### config.mk
export PLATFORM = sky130hd
export DESIGN_NAME = disp_mode_scheduler_flat
export DESIGN_NICKNAME = d
export VERILOG_FILES = /design/src/rtl/disp_mode_scheduler_if.sv /design/src/rtl/disp_mode_scheduler.sv /design/src/flat_wrapper.sv
export SDC_FILE = /design/constraint.sdc
export NUM_CORES = 1
export LEC_CHECK = 0
export ABC_CLOCK_PERIOD_IN_PS = 6400
export CAP_MARGIN = 10
export CORE_UTILIZATION = 51
export CTS_BUF_LIST = sky130_fd_sc_hd__clkbuf_2 sky130_fd_sc_hd__clkbuf_4 sky130_fd_sc_hd__clkbuf_8
export CTS_CLUSTER_DIAMETER = 200
export DETAILED_ROUTE_END_ITERATION = 10
export PLACE_DENSITY = 0.91
export SETUP_SLACK_MARGIN = 0.5
export SYNTH_ARGS = -nofsm -noshare
export SYNTH_HDL_FRONTEND = slang
export SYNTH_SLANG_ARGS = --single-unit
### constraint.sdc
create_clock -name CLK -period 6.4 [get_ports CLK]
set_input_delay 0.96 -clock CLK [delete_from_list [all_inputs] [get_ports CLK]]
set_output_delay 0.96 -clock CLK [all_outputs]
set_load 0.05 [all_outputs]
### src/rtl/disp_mode_scheduler_if.sv
// rtl/disp_mode_scheduler_if.sv - source digits, control strobes and segment output of the display scheduler
interface disp_mode_scheduler_if;
  logic        frame_start;
  logic        mode_next;
  logic        edit_en;
  logic [1:0]  edit_field;
  logic [35:0] clk_bcd;
  logic [35:0] sw_bcd;
  logic [35:0] tmr_bcd;
  logic [1:0]  mode;
  logic [2:0]  src_sel;
  logic [62:0] con;

  modport master (
    output frame_start, mode_next, edit_en, edit_field, clk_bcd, sw_bcd, tmr_bcd,
    input  mode, src_sel, con
  );

  modport slave (
    input  frame_start, mode_next, edit_en, edit_field, clk_bcd, sw_bcd, tmr_bcd,
    output mode, src_sel, con
  );
endinterface

### src/rtl/disp_mode_scheduler.sv
// rtl/disp_mode_scheduler.sv - mode FSM, BCD to 7-segment, set-mode blink, frame-latched con
// Optional LEAD_ZERO_BLANK_EN blanks a zero digit A in CLOCK mode.
module disp_mode_scheduler #(
  parameter int BLINK_FRAMES = 30,
  parameter int BLINK_W      = 6
) (
  input  logic                 CLK,
  input  logic                 RST_BTN,
  disp_mode_scheduler_if.slave bus
);

  typedef enum logic [1:0] {
    CLOCK     = 2'd0,
    STOPWATCH = 2'd1,
    TIMER     = 2'd2
  } mode_e;

  typedef enum logic {
    VISIBLE = 1'b0,
    HIDDEN  = 1'b1
  } phase_e;

  localparam logic [BLINK_W-1:0] BLINK_LAST = BLINK_W'(BLINK_FRAMES - 1);

  mode_e               state_q, state_d;
  phase_e              phase_q, phase_d;
  logic [BLINK_W-1:0]  blink_cnt_q, blink_cnt_d;
  logic [35:0]         src_bcd;
  logic                lead_blank;
  logic [62:0]         frame_con;
  logic [62:0]         con_q;

  function automatic logic [6:0] seg7(input logic [3:0] d);
    case (d)
      4'd0:    seg7 = 7'b0000001;
      4'd1:    seg7 = 7'b1001111;
      4'd2:    seg7 = 7'b0010010;
      4'd3:    seg7 = 7'b0000110;
      4'd4:    seg7 = 7'b1001100;
      4'd5:    seg7 = 7'b0100100;
      4'd6:    seg7 = 7'b0100000;
      4'd7:    seg7 = 7'b0001111;
      4'd8:    seg7 = 7'b0000000;
      4'd9:    seg7 = 7'b0000100;
      default: seg7 = 7'b1111111;
    endcase
  endfunction

  // Digit k sits at con[62-7k -: 7]; a hidden edit field blanks digits 2f and 2f+1.
  function automatic logic [62:0] render(
    input logic [35:0] src,
    input logic [1:0]  field,
    input logic        hide,
    input logic        blank_a
  );
    logic [6:0] pat;
    render = '1;
    for (int k = 0; k < 9; k++) begin
      pat = seg7(src[35-4*k -: 4]);
      if (hide && field != 2'd3 && (k / 2) == int'(field)) pat = 7'b1111111;
      if (k == 0 && blank_a) pat = 7'b1111111;
      render[62-7*k -: 7] = pat;
    end
  endfunction

  always_ff @(posedge CLK) begin
    if (!RST_BTN) begin
      state_q     <= CLOCK;
      phase_q     <= VISIBLE;
      blink_cnt_q <= '0;
      con_q       <= '1;
    end else begin
      state_q     <= state_d;
      phase_q     <= phase_d;
      blink_cnt_q <= blink_cnt_d;
      if (bus.frame_start) con_q <= frame_con;
    end
  end

  always_comb begin
    state_d = state_q;
    case (state_q)
      CLOCK:     if (bus.mode_next && !bus.edit_en) state_d = STOPWATCH;
      STOPWATCH: if (bus.mode_next && !bus.edit_en) state_d = TIMER;
      TIMER:     if (bus.mode_next && !bus.edit_en) state_d = CLOCK;
      default:   state_d = CLOCK;
    endcase
  end

  always_comb begin
    blink_cnt_d = blink_cnt_q;
    phase_d     = phase_q;
    if (!bus.edit_en) begin
      blink_cnt_d = '0;
      phase_d     = VISIBLE;
    end else if (bus.frame_start) begin
      if (blink_cnt_q == BLINK_LAST) begin
        blink_cnt_d = '0;
        phase_d     = (phase_q == HIDDEN) ? VISIBLE : HIDDEN;
      end else begin
        blink_cnt_d = blink_cnt_q + 1'b1;
      end
    end
  end

  always_comb begin
    case (state_q)
      STOPWATCH: src_bcd = bus.sw_bcd;
      TIMER:     src_bcd = bus.tmr_bcd;
      default:   src_bcd = bus.clk_bcd;
    endcase
  end

`ifdef LEAD_ZERO_BLANK_EN
  assign lead_blank = (state_q == CLOCK) && (src_bcd[35:32] == 4'd0);
`else
  assign lead_blank = 1'b0;
`endif

  // The frame uses the post-toggle phase so a toggle and frame_start in one cycle agree.
  assign frame_con = render(src_bcd, bus.edit_field, phase_d == HIDDEN, lead_blank);

  always_comb begin
    case (state_q)
      STOPWATCH: bus.src_sel = 3'b010;
      TIMER:     bus.src_sel = 3'b100;
      default:   bus.src_sel = 3'b001;
    endcase
  end

  assign bus.mode = state_q;
  assign bus.con  = con_q;

endmodule
### src/flat_wrapper.sv
// flat-port wrapper written by rule: the top's interface ports become plain ports
module disp_mode_scheduler_flat 
#(
  parameter int BLINK_FRAMES = 30,
  parameter int BLINK_W      = 6
)
  (CLK, RST_BTN, bus_frame_start, bus_mode_next, bus_edit_en, bus_edit_field, bus_clk_bcd, bus_sw_bcd, bus_tmr_bcd, bus_mode, bus_src_sel, bus_con);
  disp_mode_scheduler_if bus_i ();
  input  logic CLK;
  input  logic RST_BTN;
  input wire logic [$bits(bus_i.frame_start)-1:0] bus_frame_start;
  input wire logic [$bits(bus_i.mode_next)-1:0] bus_mode_next;
  input wire logic [$bits(bus_i.edit_en)-1:0] bus_edit_en;
  input wire logic [$bits(bus_i.edit_field)-1:0] bus_edit_field;
  input wire logic [$bits(bus_i.clk_bcd)-1:0] bus_clk_bcd;
  input wire logic [$bits(bus_i.sw_bcd)-1:0] bus_sw_bcd;
  input wire logic [$bits(bus_i.tmr_bcd)-1:0] bus_tmr_bcd;
  output wire logic [$bits(bus_i.mode)-1:0] bus_mode;
  output wire logic [$bits(bus_i.src_sel)-1:0] bus_src_sel;
  output wire logic [$bits(bus_i.con)-1:0] bus_con;
  assign bus_i.frame_start = bus_frame_start;
  assign bus_i.mode_next = bus_mode_next;
  assign bus_i.edit_en = bus_edit_en;
  assign bus_i.edit_field = bus_edit_field;
  assign bus_i.clk_bcd = bus_clk_bcd;
  assign bus_i.sw_bcd = bus_sw_bcd;
  assign bus_i.tmr_bcd = bus_tmr_bcd;
  assign bus_mode = bus_i.mode;
  assign bus_src_sel = bus_i.src_sel;
  assign bus_con = bus_i.con;
  disp_mode_scheduler #(.BLINK_FRAMES(BLINK_FRAMES), .BLINK_W(BLINK_W)) u_core (.CLK(CLK), .RST_BTN(RST_BTN), .bus(bus_i));
endmodule
# == Word-level counts from Yosys, hierarchy flattened ==
# Memories as Yosys holds them, arrays and structs flattened. A register that Yosys moved wholly into a read port is not among the register bits.
# Cells that the tools add are included.
# word_totals
regBits,72
latch_bits,0
ramBits,0
rom_bits,1008
output_inout_bits,68
n_memories,9
# classes
add_sub_neg,1
mul,0
n_div,0
n_lt_le_gt_ge,0
eq_ne,10
shift,0
muxes,19
bitwise_logic,0
reduce_logical,14
# memory_table
name,depth,word_bits,rd,rd_clocked_by_memory_dff,wr,line,source
(name not given),16,7,1,0,0,disp_mode_scheduler.sv:34,case (d)
(name not given),16,7,1,0,0,disp_mode_scheduler.sv:34,
(name not given),16,7,1,0,0,disp_mode_scheduler.sv:34,
(name not given),16,7,1,0,0,disp_mode_scheduler.sv:34,
(name not given),16,7,1,0,0,disp_mode_scheduler.sv:34,
(name not given),16,7,1,0,0,disp_mode_scheduler.sv:34,
+3 memories,n/a,n/a,n/a,n/a,n/a,n/a,
# ops
cell,count
36-bit case mux with 2 select lines,1
7-bit 2-to-1 mux,8
6-bit by 1-bit adder with 6-bit output (second input constant),1
6-bit by 5-bit equality test with 1-bit output (second input constant),1
1-bit logical AND,6
2-bit 2-to-1 mux,3
6-bit 2-to-1 mux,1
2-bit by 1-bit inequality test with 1-bit output (second input constant),3
2-bit case mux with 3 select lines,1
3-bit case mux with 2 select lines,1
2-bit equality test (first input constant),2
1-bit zero test,4
2-bit zero test,2
1-bit 2-to-1 mux,4
3-bit AND reduction,1
1-bit by 2-bit equality test with 1-bit output (first input constant),1
2-bit by 1-bit equality test with 1-bit output (second input constant),1
2-bit equality test (second input constant),1
2-bit inequality test (second input constant),1
2-bit AND reduction,1

# == Longest topological paths before layout ==
# depth
depth_word,7
ltp_mapped,13
ltp_nobuf,10

# == Worst setup path before layout ==
# OpenSTA, ideal clock, no wires.
# synth_path
path_type,flip-flop to flip-flop
startpoint,register u_core.state_q[0] (netlist: u_core.bus.mode[0])
endpoint,register u_core.con_q[59] (netlist: u_core.bus.con[59])
setup_time_ns,0.130
t_arrival_ns,3.105
t_required_ns,6.270
slack_ns,3.164
path_stages_with_launch,13
path_buffers,4
synth_period_minus_slack_ns,3.236
path_cell_list,dfxtp_1 inv_1 ha_1 buf_4 buf_6 buf_6 buf_6 mux2i_1 inv_1 ha_1 mux2_1 a211oi_1 o21ai_1
# synth_between
elab_chain_cells,4
elab_cells_between_ends,5
classes_between,eq/ne: 2; mux: 2; memory: 1
# synth_rtl
element,line,source
start: declaration,disp_mode_scheduler.sv:25,"mode_e state_q, state_d;"
start signal: assignment,disp_mode_scheduler.sv:73,state_q <= state_d;
2-bit equality test or 2-bit by 1-bit equality test with 1-bit output (tied branches),disp_mode_scheduler.sv:107,case (state_q)
36-bit case mux with 2 select lines (*),disp_mode_scheduler.sv:107,
memory 16 x 7 bit (*),n/a,
7-bit 2-to-1 mux (*),disp_mode_scheduler.sv:60,if (hide && field != 2'd3 && (k / 2) == int'(field)) pat = 7'b1111111;
end signal: assignment,disp_mode_scheduler.sv:76,if (bus.frame_start) con_q <= frame_con;
end: declaration,disp_mode_scheduler.sv:31,logic [62:0] con_q;
# Mark *: on every way between the ends. The rest lies on a longest branch, timed or not.
# A chain may end at the register's enable or synchronous reset.

# == Worst setup path after layout ==
# layout_path
startpoint,register u_core.state_q[1] (netlist: u_core.bus.mode[1])
endpoint,output bus_src_sel[0]
# layout_between
elab_chain_cells,2
elab_cells_between_ends,3
classes_between,eq/ne: 2; mux: 1
# layout_rtl
element,line,source
2-bit equality test or 2-bit by 1-bit equality test with 1-bit output (tied branches),disp_mode_scheduler.sv:124,case (state_q)
3-bit case mux with 2 select lines (*),disp_mode_scheduler.sv:124,
end: declaration,flat_wrapper.sv:19,output wire logic [$bits(bus_i.src_sel)-1:0] bus_src_sel;
# Marks and branches as above.

==> flow_summary.ini <==
[critical_path]
arrival_ps = 2680
startpoint_type = flop
path_class = reg2out
rr_worst_depth = 8
critPathRequiredTime_ps = 5440
cp_max_fo = 49
endpoint_kind = output pin

[logic_synthesis]
synth_compound_area_frac = 0.264
synthAdderAreaFrac = 0.144
ys_seq_area_frac = 0.271
syn_avg_cell_area_um2 = 8.75
synth-edff-count = 0
synth-seq-cells = 72
muxShareOfSynthArea = 0.140
synth_xor_area_frac = 0.0132
synth_top_area_share = 0.271
synthTopCellsByArea = dfxtp_1 27%, ha_1 14%, mux2i_1 7.0%
netlist_area_um2 = 5320
synth_ff_type = dfxtp_1
syn_inst = 608
yosys_warnings = 0
synthesis.nets = 784
synth_top_family_by_area = compound AO/OA/AOI/OAI gates
async_flop_share = 0
synth_top_area_cell = dfxtp_1
synth_cell_type_count = 50
synthSimpleGateAreaFrac = 0.110

[sta]
finalSetupTns_ps = 0
tightest_slew_ps = 1020
fin_worst_skew_ps = 9.30
hold_viol = 0
fin_crit_ps = 3640
setup_slack_ps = 2760
fmax_ghz = 0.275
rsz0062_at_grt = no
drv_slew = 0
fin_crit_sh = 0.569
setup_viol = 0
slew_headroom = 0.317

[floorplanning]
io-pin-count = 183
die-area_um2 = 10800
core_area_um2 = 9950
initial_utilization = 0.534
die_y_um = 104
row_count = 36
die_x_um = 104

[place]
hpwl_mm = 11.9
dp_cells = 889
place.gp.congestion = 0.875
port_buffers = 182
pre_cts_ws_ps = 2870

[final_layout]
syn_to_final_growth_pct = 38.4
nFillCells = 710
stdcell_count = 905
multiInputGateArea_um2 = 3580
register_area_um2 = 1440
drive_gt1_frac = 0.0699
fin_nets = 943
antenna_cells = 0

[power]
p_int_uw = 982
p_seq_frac = 0.321
p_sw_frac = 0.389
p_comb_frac = 0.420
power.switching_uw = 624
ir_worst_vdd_uv = 162
clkPwrFrac = 0.259
p_total_mw = 1.61
p_per_area_nw_per_um2 = 218
p_leak_nw = 3.06

[detailed_routing]
drtAntennaViolNets = 0
vias = 5242
drt_iter0_markers = 275
wl_per_cell_um = 17.2
wl_mm = 15.6
dr.pass1.iters = 5
drc = 0
via_per_inst = 5.79

[clock_network]
cts_resized = 0
clkLatencyLatePin_ps = 350
htreeDepth = 3
post_cts_buffers = 0
ctsRootBufferMaster = clkbuf_8
ctsHoldBuffers = 0
clk_pin_slew_worst_paths_ps = 90
cts_buffer_depth = 2
cts_tree = built
cts_num_sinks = 72
cts_buffers = 9

[global_routing]
grt_pass1_vias = 5250
track_usage = 0.285
grt_overflow = 0
grt_max_degree = 50
grt_pass1_wl_mm = 25.1
antenna_found_initial = 0

[min_path]
hp-class = reg2reg
min_path_cells = 2

[outcome]
run_status = completed

[run]
cap_violations = 0
==> Yosys cell counts, drive strengths merged (12+ instances only) <==
library cell	instances
a21oi	45
nand2	29
o21ai	50
inv	29
dfxtp	72
a22o	28
ha	61
a211oi	12
clkbuf	19
mux2i	52
nor2	87
a22oi	19
buf	18
==> placed cells by master (no fill, tap or decap), types with 2 or more instances in the layout <==
cell	netlist	layout
mux2_1	7	7
mux2i_4	9	9
bufinv_16	0	2
clkbuf_8	0	9
nand4_1	2	2
inv_1	27	27
buf_2	10	2
o22ai_1	2	2
dfxtp_1	72	72
a22o_1	28	28
mux2i_2	6	6
ha_1	61	60
nand2_1	29	29
o21ai_0	11	11
xnor2_1	5	5
clkdlybuf4s50_1	0	180
o21a_1	4	4
nor2b_1	2	2
o211a_1	2	2
a21oi_2	7	7
nand3_1	4	4
a311oi_1	4	4
o311a_2	2	2
mux2i_1	37	37
xor2_1	3	3
a32oi_1	6	6
o221ai_1	10	10
o21ai_1	39	39
a211oi_2	2	2
nor3_1	5	5
nor2_1	86	86
a211oi_1	10	10
buf_4	3	3
a31oi_1	6	6
a21o_1	8	8
inv_2	2	2
inv_6	0	3
a22oi_1	19	19
a21oi_1	38	38
nand2b_1	4	4
==> metrics by stage <==
| stage | utilization | cell area [um^2] | hold slack (ps) |
|---|---|---|---|
| floorplan | - | 5320 | 485 |
| global placement | 0.716 | 7130 | 453 |
| detailed placement | 0.716 | 7130 | 459 |
| CTS | 0.739 | 7360 | 480 |
| global route | 0.739 | 7360 | 503 |
| finish | 0.739 | 7360 | 480 |
==> flip-flops by register name, summed over array words and instances, names as in the netlist <==
name                count
u_core.bus.mode         2
u_core.bus.con         63
u_core.phase_q          1
u_core.blink_cnt_q      6
==> area by class of cell <==
type | count | area share
repair buffers | 185 | 0.249
inverters | 29 | 0.0148
well taps | 133 | 0.0226
clock inverters | 7 | 0.0139
clock buffers | 9 | 0.0168
flip-flops and latches | 72 | 0.196
multi-input cells | 470 | 0.487
==> layer usage <==
metal,part of all wire,track usage,vias to the layer above
li1,-,-,2516
met1,0.40,0.327,2421
met2,0.50,0.511,263
met3,0.068,0.0545,42
met4,0.033,0.124,0
met5,0,0,-
==> worst max-delay path: stages, from the launching register on <==
cell and delay, ps:
dfxtp_1 430, inv_1 140, ha_4 910, inv_1 100, clkdlybuf4s50_1 730
==> cells by family after synthesis <==
kind of cell	Yosys count
compound gates	204
buf+inv	66
flops	72
simple gates	137
xor+xnor	8
mux	60
fa+ha+maj	61
==> final timing paths <==
path,start,to,slack [ps]
worst min register to register,u_core.bus.con[5],u_core.bus.con[5],480
worst max-delay path,u_core.bus.mode[1],bus_src_sel[0],2760
worst max register to register,u_core.bus.mode[1],u_core.bus.con[48],2990
worst min-delay path,u_core.bus.con[5],u_core.bus.con[5],480
==> power groups by stage <==
| stage | combinational, mW | sequential [mW] | clock, mW |
|---|---|---|---|
| 2_1_floorplan | 0.304 | 0.660 | 0 |
| 6_report | 0.674 | 0.516 | 0.416 |
| 3_5_place_dp | 0.665 | 0.525 | 0 |
| 4_1_cts | 0.669 | 0.516 | 0.417 |
| 3_3_place_gp | 0.643 | 0.524 | 0 |
| 5_1_grt | 0.717 | 0.521 | 0.434 |
Note: power is estimated with default switching activity, not from simulation.
